<file path="src/rtl/rho_inv_serial.sv">
// rho_inv_serial
//   Column-serial inverse of the SWAN64 rho mixing layer (decryption path).
//   rho is an involution, so this computes the same map as the forward layer:
//   T = c0^c1^c2^c3, y column k = ck ^ T.
//   A half-block is accepted in IDLE. Its four columns are folded into T
//   one per clock in ACC. The result is then held in OUT until it is consumed.
// Ports
//   clk, rst           rising-edge clock, synchronous active-high reset
//   in_valid/in_ready  input handshake, x_in [0:SIDE_SIZE-1] (bit 0 = MSB)
//   out_valid/out_ready output handshake, y_out [0:SIDE_SIZE-1]
//   busy               high while a block is in ACC or OUT

// One column lane: unmix a column with the folded parity word.
module rho_col_mix #(
  parameter int W = 8
) (
  input  logic [W-1:0] c,
  input  logic [W-1:0] t,
  output logic [W-1:0] y
);
  assign y = c ^ t;
endmodule

module rho_inv_serial #(
  parameter int BLOCK_SIZE  = 64,
  parameter int SIDE_SIZE   = BLOCK_SIZE / 2,
  parameter int COLUMN_SIZE = SIDE_SIZE / 4
) (
  input  logic                 clk,
  input  logic                 rst,
  input  logic                 in_valid,
  output logic                 in_ready,
  input  logic [0:SIDE_SIZE-1] x_in,
  output logic                 out_valid,
  input  logic                 out_ready,
  output logic [0:SIDE_SIZE-1] y_out,
  output logic                 busy
);
  localparam int NUM_COLS = 4;

  localparam logic [1:0] IDLE = 2'd0;
  localparam logic [1:0] ACC  = 2'd1;
  localparam logic [1:0] OUT  = 2'd2;

  logic [1:0]                              state;
  logic [0:SIDE_SIZE-1]                    x_reg;
  logic [0:SIDE_SIZE-1]                    y_reg;
  logic [COLUMN_SIZE-1:0]                  t_reg;
  logic [1:0]                              col_idx;

  logic [NUM_COLS-1:0][COLUMN_SIZE-1:0]    cols;
  logic [NUM_COLS-1:0][COLUMN_SIZE-1:0]    y_cols;
  logic [0:SIDE_SIZE-1]                    y_nxt;
  logic [COLUMN_SIZE-1:0]                  col_sel;
  logic [COLUMN_SIZE-1:0]                  t_fin;

  // Column k sits at bits [k*COLUMN_SIZE +: COLUMN_SIZE] of the ascending
  // vector, so column 0 is the most significant column.
  for (genvar k = 0; k < NUM_COLS; k++) begin : g_col
    assign cols[k] = x_reg[k*COLUMN_SIZE +: COLUMN_SIZE];
    rho_col_mix #(.W(COLUMN_SIZE)) u_mix (
      .c (cols[k]),
      .t (t_fin),
      .y (y_cols[k])
    );
    assign y_nxt[k*COLUMN_SIZE +: COLUMN_SIZE] = y_cols[k];
  end

  assign col_sel = cols[col_idx];
  // Last ACC step: fold column 3 in on the fly so y_reg loads on the 4th edge.
  assign t_fin   = t_reg ^ cols[NUM_COLS-1];

  // rst gates in_ready so nothing is accepted in the reset cycle.
  assign in_ready  = (state == IDLE) && !rst;
  assign out_valid = (state == OUT);
  assign busy      = (state == ACC) || (state == OUT);
  assign y_out     = y_reg;

  always_ff @(posedge clk) begin
    if (rst) begin
      state   <= IDLE;
      x_reg   <= '0;
      y_reg   <= '0;
      t_reg   <= '0;
      col_idx <= '0;
    end else begin
      case (state)
        IDLE: begin
          if (in_valid) begin
            x_reg   <= x_in;
            t_reg   <= '0;
            col_idx <= '0;
            state   <= ACC;
          end
        end
        ACC: begin
          t_reg   <= t_reg ^ col_sel;
          col_idx <= col_idx + 2'd1;
          if (col_idx == 2'd3) begin
            y_reg <= y_nxt;
            state <= OUT;
          end
        end
        OUT: begin
          if (out_ready) state <= IDLE;
        end
        default: state <= IDLE;
      endcase
    end
  end
endmodule

</file>
<file path="config.mk">
export PLATFORM = sky130hd
export DESIGN_NAME = rho_inv_serial
export DESIGN_NICKNAME = d
export VERILOG_FILES = /design/src/rtl/rho_inv_serial.sv
export SDC_FILE = /design/constraint.sdc
export NUM_CORES = 1
export LEC_CHECK = 0
export BUFFER_PORTS_ARGS = -buffer_cell sky130_fd_sc_hd__clkbuf_2
export CAP_MARGIN = 10
export CORE_MARGIN = 1.5
export CORE_UTILIZATION = 54
export CTS_BUF_LIST = sky130_fd_sc_hd__clkbuf_8 sky130_fd_sc_hd__clkbuf_16
export CTS_CLUSTER_SIZE = 14
export DETAILED_ROUTE_END_ITERATION = 10
export MAX_ROUTING_LAYER = met4
export PLACE_DENSITY_LB_ADDON = 0.12
export REMOVE_ABC_BUFFERS = 1
export SLEW_MARGIN = 5
export SYNTH_ARGS = -nofsm -noshare
export SYNTH_HDL_FRONTEND = slang
export SYNTH_HIERARCHICAL = 1
export SYNTH_SLANG_ARGS = --single-unit
</file>
<file path="constraint.sdc">
create_clock -name clk -period 2.1 [get_ports clk]
set_clock_uncertainty 0.2 [all_clocks]
set_input_delay 0.21 -clock clk [delete_from_list [all_inputs] [get_ports clk]]
set_output_delay 0.21 -clock clk [all_outputs]
set_load 0.05 [all_outputs]
</file>
=== After elaboration in Yosys (flattened, before gate mapping) ===
Index checks and enable logic that the tools add are counted.

* Register bits after elaboration: 76
* Word-level logic and storage cells: 38
* Output and inout port bits: 35
* Input bits: 36

* Order comparisons: 1
* Add/subtract/negate cells: 1
* Muxes and demuxes: 10
* Reductions and logical operators: 9
* Equal/unequal tests: 6
* Bitwise gates (word level): 6

{| class="wikitable"
|+ Operator list
! cell !! count
|-
| $xor A8 B8 Y8 || 6
|-
| $bmux W8 S2 || 1
|-
| $mux W8 || 2
|-
| $pmux W8 S2 || 1
|-
| $mux W2 || 4
|-
| $pmux W2 S3 || 1
|-
| $reduce_and A2 Y1 || 3
|-
| $eq A2 B2 Y1 const B || 2
|-
| $ne A2 B1 Y1 const B || 2
|-
| $pmux W2 S2 || 1
|-
| $lt A2 B3 Y1 const B || 1
|-
| $reduce_and A3 Y1 || 1
|-
| $add A2 B1 Y2 const B || 1
|-
| $eq A2 B1 Y1 const B || 1
|-
| $logic_not A2 Y1 || 1
|-
| $ne A2 B2 Y1 const B || 1
|-
| $reduce_bool A2 Y1 || 1
|-
| $logic_and A1 B1 Y1 || 1
|-
| $logic_not A1 Y1 || 1
|-
| $logic_or A1 B1 Y1 || 1
|}

=== Depth between registers and ports, before layout ===
* Word-level depth: 4
* Mapped depth: 7

=== Cells and area by module ===
The synthesis kept the hierarchy.

{| class="wikitable"
|+ Modules (own cells, without submodules)
! module !! cells an instance !! area an instance (um^2) !! seq. area each (um^2) !! times used
|-
| rho_inv_serial || 382 || 3,194.3 || 1,521.5 || 1
|-
| rho_col_mix || 8 || 70.1 || 0.0 || 4
|}

=== Worst setup path after synthesis ===
OpenSTA, ideal clock, no wires.

* Path type: reg2out
* Start point: register state[0]
* End point: output port in_ready
* Required time: 1.690 ns
* Path buffers: 0
* Path slack: 0.333 ns
* Data arrival time: 1.357 ns
* Cell stages (with the launch flop): 4
* Cell sequence: dfxtp_1 > inv_1 > ha_1 > nor2b_1

* Word-level cells in the longest chain between the ends: 2

{| class="wikitable"
|+ Ends and longest elaborated chain
! item !! RTL line !! source
|-
| start, declared || 45 || <nowiki>logic [1:0] state;</nowiki>
|-
| start signal, assigned || 81 || <nowiki>state <= IDLE;</nowiki>
|-
| start signal, assigned || 93 || <nowiki>state <= ACC;</nowiki>
|-
| start signal, assigned || 101 || <nowiki>state <= OUT;</nowiki>
|-
| $logic_not A2 Y1 || 74 || <nowiki>assign in_ready = (state == IDLE) && !rst;</nowiki>
|-
| $logic_and A1 B1 Y1 || 74 ||
|-
| end, declared || 32 || <nowiki>output logic in_ready,</nowiki>
|}

No other way between the ends.

=== Final worst setup path ===
Same ends and word-level chain as after synthesis.

==> results by group <==
Outcome
  • Outcome: complete, no violations

Timing
  • Achievable frequency: 0.508 GHz
  • Total Negative Setup Slacks: 0 ns
  • Final Hold Viols: 0
  • Worst-Margin Slew: 0.470 ns
  • Rel. slew slack: 0.686
  • Tcrit/Tclk final: 0.938
  • Final Worst Setup Slack: 0.131 ns
  • Unrepaired setup endpoints after global routing: no
  • Slew Limit Fails: 0
  • Tmin final: 1.97 ns
  • Setup Viol. Count Final: 0

Floorplan
  • Top Ports: 71
  • Die area: 6920 sq um
  • DIE WIDTH: 83.2 um
  • Core ar.: 6280 sq um
  • Starting Density: 0.554
  • Die Span Y: 83.2 um
  • Row Count: 29

Worst setup path
  • Req. time, crit path: 1.69 ns
  • Crit start category: flip-flop
  • Worst setup path class: reg2out
  • Crit. End Element: output pin
  • Setup slack, reg-to-reg: 0.25 ns
  • Critical path arrival: 1.56 ns
  • Worst reg2reg path endpoint: t_reg[5]$_SDFFE_PP0P_
  • Worst R2R Start: state[0]$_SDFFE_PP0P_
  • Worst r2r path cells: 6
  • Critical path fanouts, max: 8

Power
  • Power Internal: 2.37 mW
  • Sw Pwr: 802 uW
  • P_leak: 1.98 nW
  • PD cells: 707 nW/um^2
  • Clock Power Share: 0.387
  • Reg power frac: 0.482
  • Maximum VDD drop: 0.466 mV
  • Combinational cell fraction of total power: 0.131
  • Sw Share: 0.253

Layout
  • Final std cells w/o fill: 596
  • Final Instance Area: 4490 sq um
  • Area Growth Syn to Fin: 29.3%
  • Nets: 554
  • # fillers: 514
  • Share of post-route cells with drive strength above 1: 0.231
  • Final Util: 0.716
  • ANT cells: 0

Detailed routing
  • Final WL: 7.80 mm
  • Vias: 3,060
  • DRT iter0 DRCs: 139
  • DRC viols: 0
  • Drt pass-1 iters: 6
  • Post-route antenna net violation count: 0
  • WL/cell: 13.1 um
  • Number of vias per cell: 5.13

CTS
  • Post-cts resize count: 0
  • Post-CTS setup repair buffer count: 0
  • Bufs on Longest Clock Path: 2
  • Worst-Skew Late Latency: 0.36 ns
  • CTS tree: built
  • CTS Hold Bufs: 34
  • CTS buffer count: 9
  • Clock sink total: 76
  • Clock root buffer: clkbuf_8
  • H-tree depth: 3
  • CTS clk-pin slew, worst paths: 0.08 ns

Hold path
  • Worst Hold Class: in2reg
  • HP Start: out_ready
  • WHS Path Cells: 4
  • Hold Path End: state[0]$_SDFFE_PP0P_

Logic synthesis
  • Synth area leaders: dfxtp_1 44%, nand2_1 14%, xor2_1 10%
  • Most common cell in the netlist: nand2_1
  • Ys flop type: dfxtp_1
  • Flops & latches, synth: 76
  • Ys Warns: 6
  • Mapped Cells: 414
  • Avg Inst Size Synth: 8.39 sq um
  • EDFF count, synth: 0
  • Netlist cell types: 28
  • Post-synth top area share: 0.438
  • Most frequent cells after synthesis: 130 x nand2_1, 76 x dfxtp_1, 68 x a21oi_1
  • Fraction of registers with async set/reset: 0
  • Synth area leader: dfxtp_1
  • Post-synthesis sequential area ratio: 0.438
  • Synth Cell Area: 3470 sq um

Place
  • Worst slack, placed: 0.269 ns
  • Detailed Place HPWL: 5.06 mm
  • Post-Place Cell Area: 3930 sq um
  • Placed instance count: 546
  • I/O Buffers: 70
  • Gp weighted congestion: 0.860

Global route
  • Number of global-route vias before repair: 2,851
  • Maximum number of pins on one net before global-route repair: 33
  • Initial antenna violation count: 0
  • GRT overflow: 0
  • Gr usage total: 0.243
  • Global-route wire length before repair: 13.0 mm

Job
  • Max-capacitance violation count: 0
final cells by class:
class                      instances  area, sq um  area share
multi-input combinational        307         1830       0.407
sequential                        76         1520       0.339
timing repair buffer             118          821       0.183
clock buffer                      10          138      0.0306
tap                               77         96.3      0.0214
clock inverter                     6         80.1      0.0178
inverter                           2         7.51     0.00167
metrics by stage:
stage | power [mW] | hold slack, ns
2_1_floorplan | 1.79 | 0.0791
3_3_place_gp | 1.92 | 0.235
3_5_place_dp | 1.92 | 0.240
4_1_cts | 3.19 | 0.0882
5_1_grt | 3.31 | 0.109
6_report | 3.17 | 0.0980
worst max path at each step:
stage                     cells past startpoint  slack, ns                    start                    end
after detailed placement                      6       0.27    state[1]$_SDFFE_PP0P_  t_reg[5]$_SDFFE_PP0P_
after CTS                                     4       0.13    state[0]$_SDFFE_PP0P_               in_ready
final                                         4       0.13    state[0]$_SDFFE_PP0P_               in_ready
after global placement                        6       0.31    state[1]$_SDFFE_PP0P_  t_reg[3]$_SDFFE_PP0P_
after floorplan                               4       0.11  col_idx[0]$_SDFFE_PP0P_  y_out[0]$_SDFFE_PP0P_
after global routing                          4       0.06    state[0]$_SDFFE_PP0P_               in_ready
routing by layer:
metal / global-route usage / share of wire / vias up
li1: - / - / 1580
met4: 0.109 / 0.020 / 0
met1: 0.297 / 0.48 / 1404
met2: 0.395 / 0.47 / 64
met5: - / 0 / -
met3: 0.0417 / 0.034 / 12
power by group through the flow:
stage | clock [mW] | sequential, mW | combinational [mW]
finish | 1.23 | 1.53 | 0.415
CTS | 1.25 | 1.53 | 0.415
global route | 1.31 | 1.54 | 0.459
floorplan | 0 | 1.56 | 0.231
detailed placement | 0 | 1.56 | 0.362
global placement | 0 | 1.56 | 0.359
layout by cell type, fill, tap and decap left out, types with 4 or more instances in the layout:
| master | synthesis | layout |
|---|---|---|
| nor2b_1 | 4 | 4 |
| dfxtp_1 | 76 | 76 |
| nand2_1 | 130 | 130 |
| inv_1 | 2 | 4 |
| or2_2 | 7 | 7 |
| clkbuf_8 | 0 | 10 |
| nor2_1 | 8 | 8 |
| dlygate4sd3_1 | 0 | 34 |
| nor4_2 | 7 | 7 |
| buf_4 | 0 | 12 |
| and4_1 | 6 | 6 |
| a21oi_1 | 68 | 68 |
| clkbuf_2 | 0 | 70 |
| o211ai_1 | 7 | 7 |
| xor2_1 | 40 | 40 |
| mux4_2 | 7 | 7 |
| ha_1 | 4 | 4 |
critical path: stages, from the launching register on:
cell      delay, ns
dfxtp_1        0.33
inv_1          0.08
ha_1           0.30
nor2b_1        0.19
clkbuf_2       0.30
logic make-up (layout without fill, tap and decap cells):
group,count (synthesis),after routing,synth area share
DFF,76,76,0.438
adders and majority gates,4,4,0.0144
muxes,8,8,0.0529
AOI/OAI and AO/OA,81,81,0.124
and+or+nand+nor,174,174,0.234
xor gates and xnor gates,40,40,0.101
buffers and inverters,31,136,0.0360
Power figures use the tool's default switching activity.
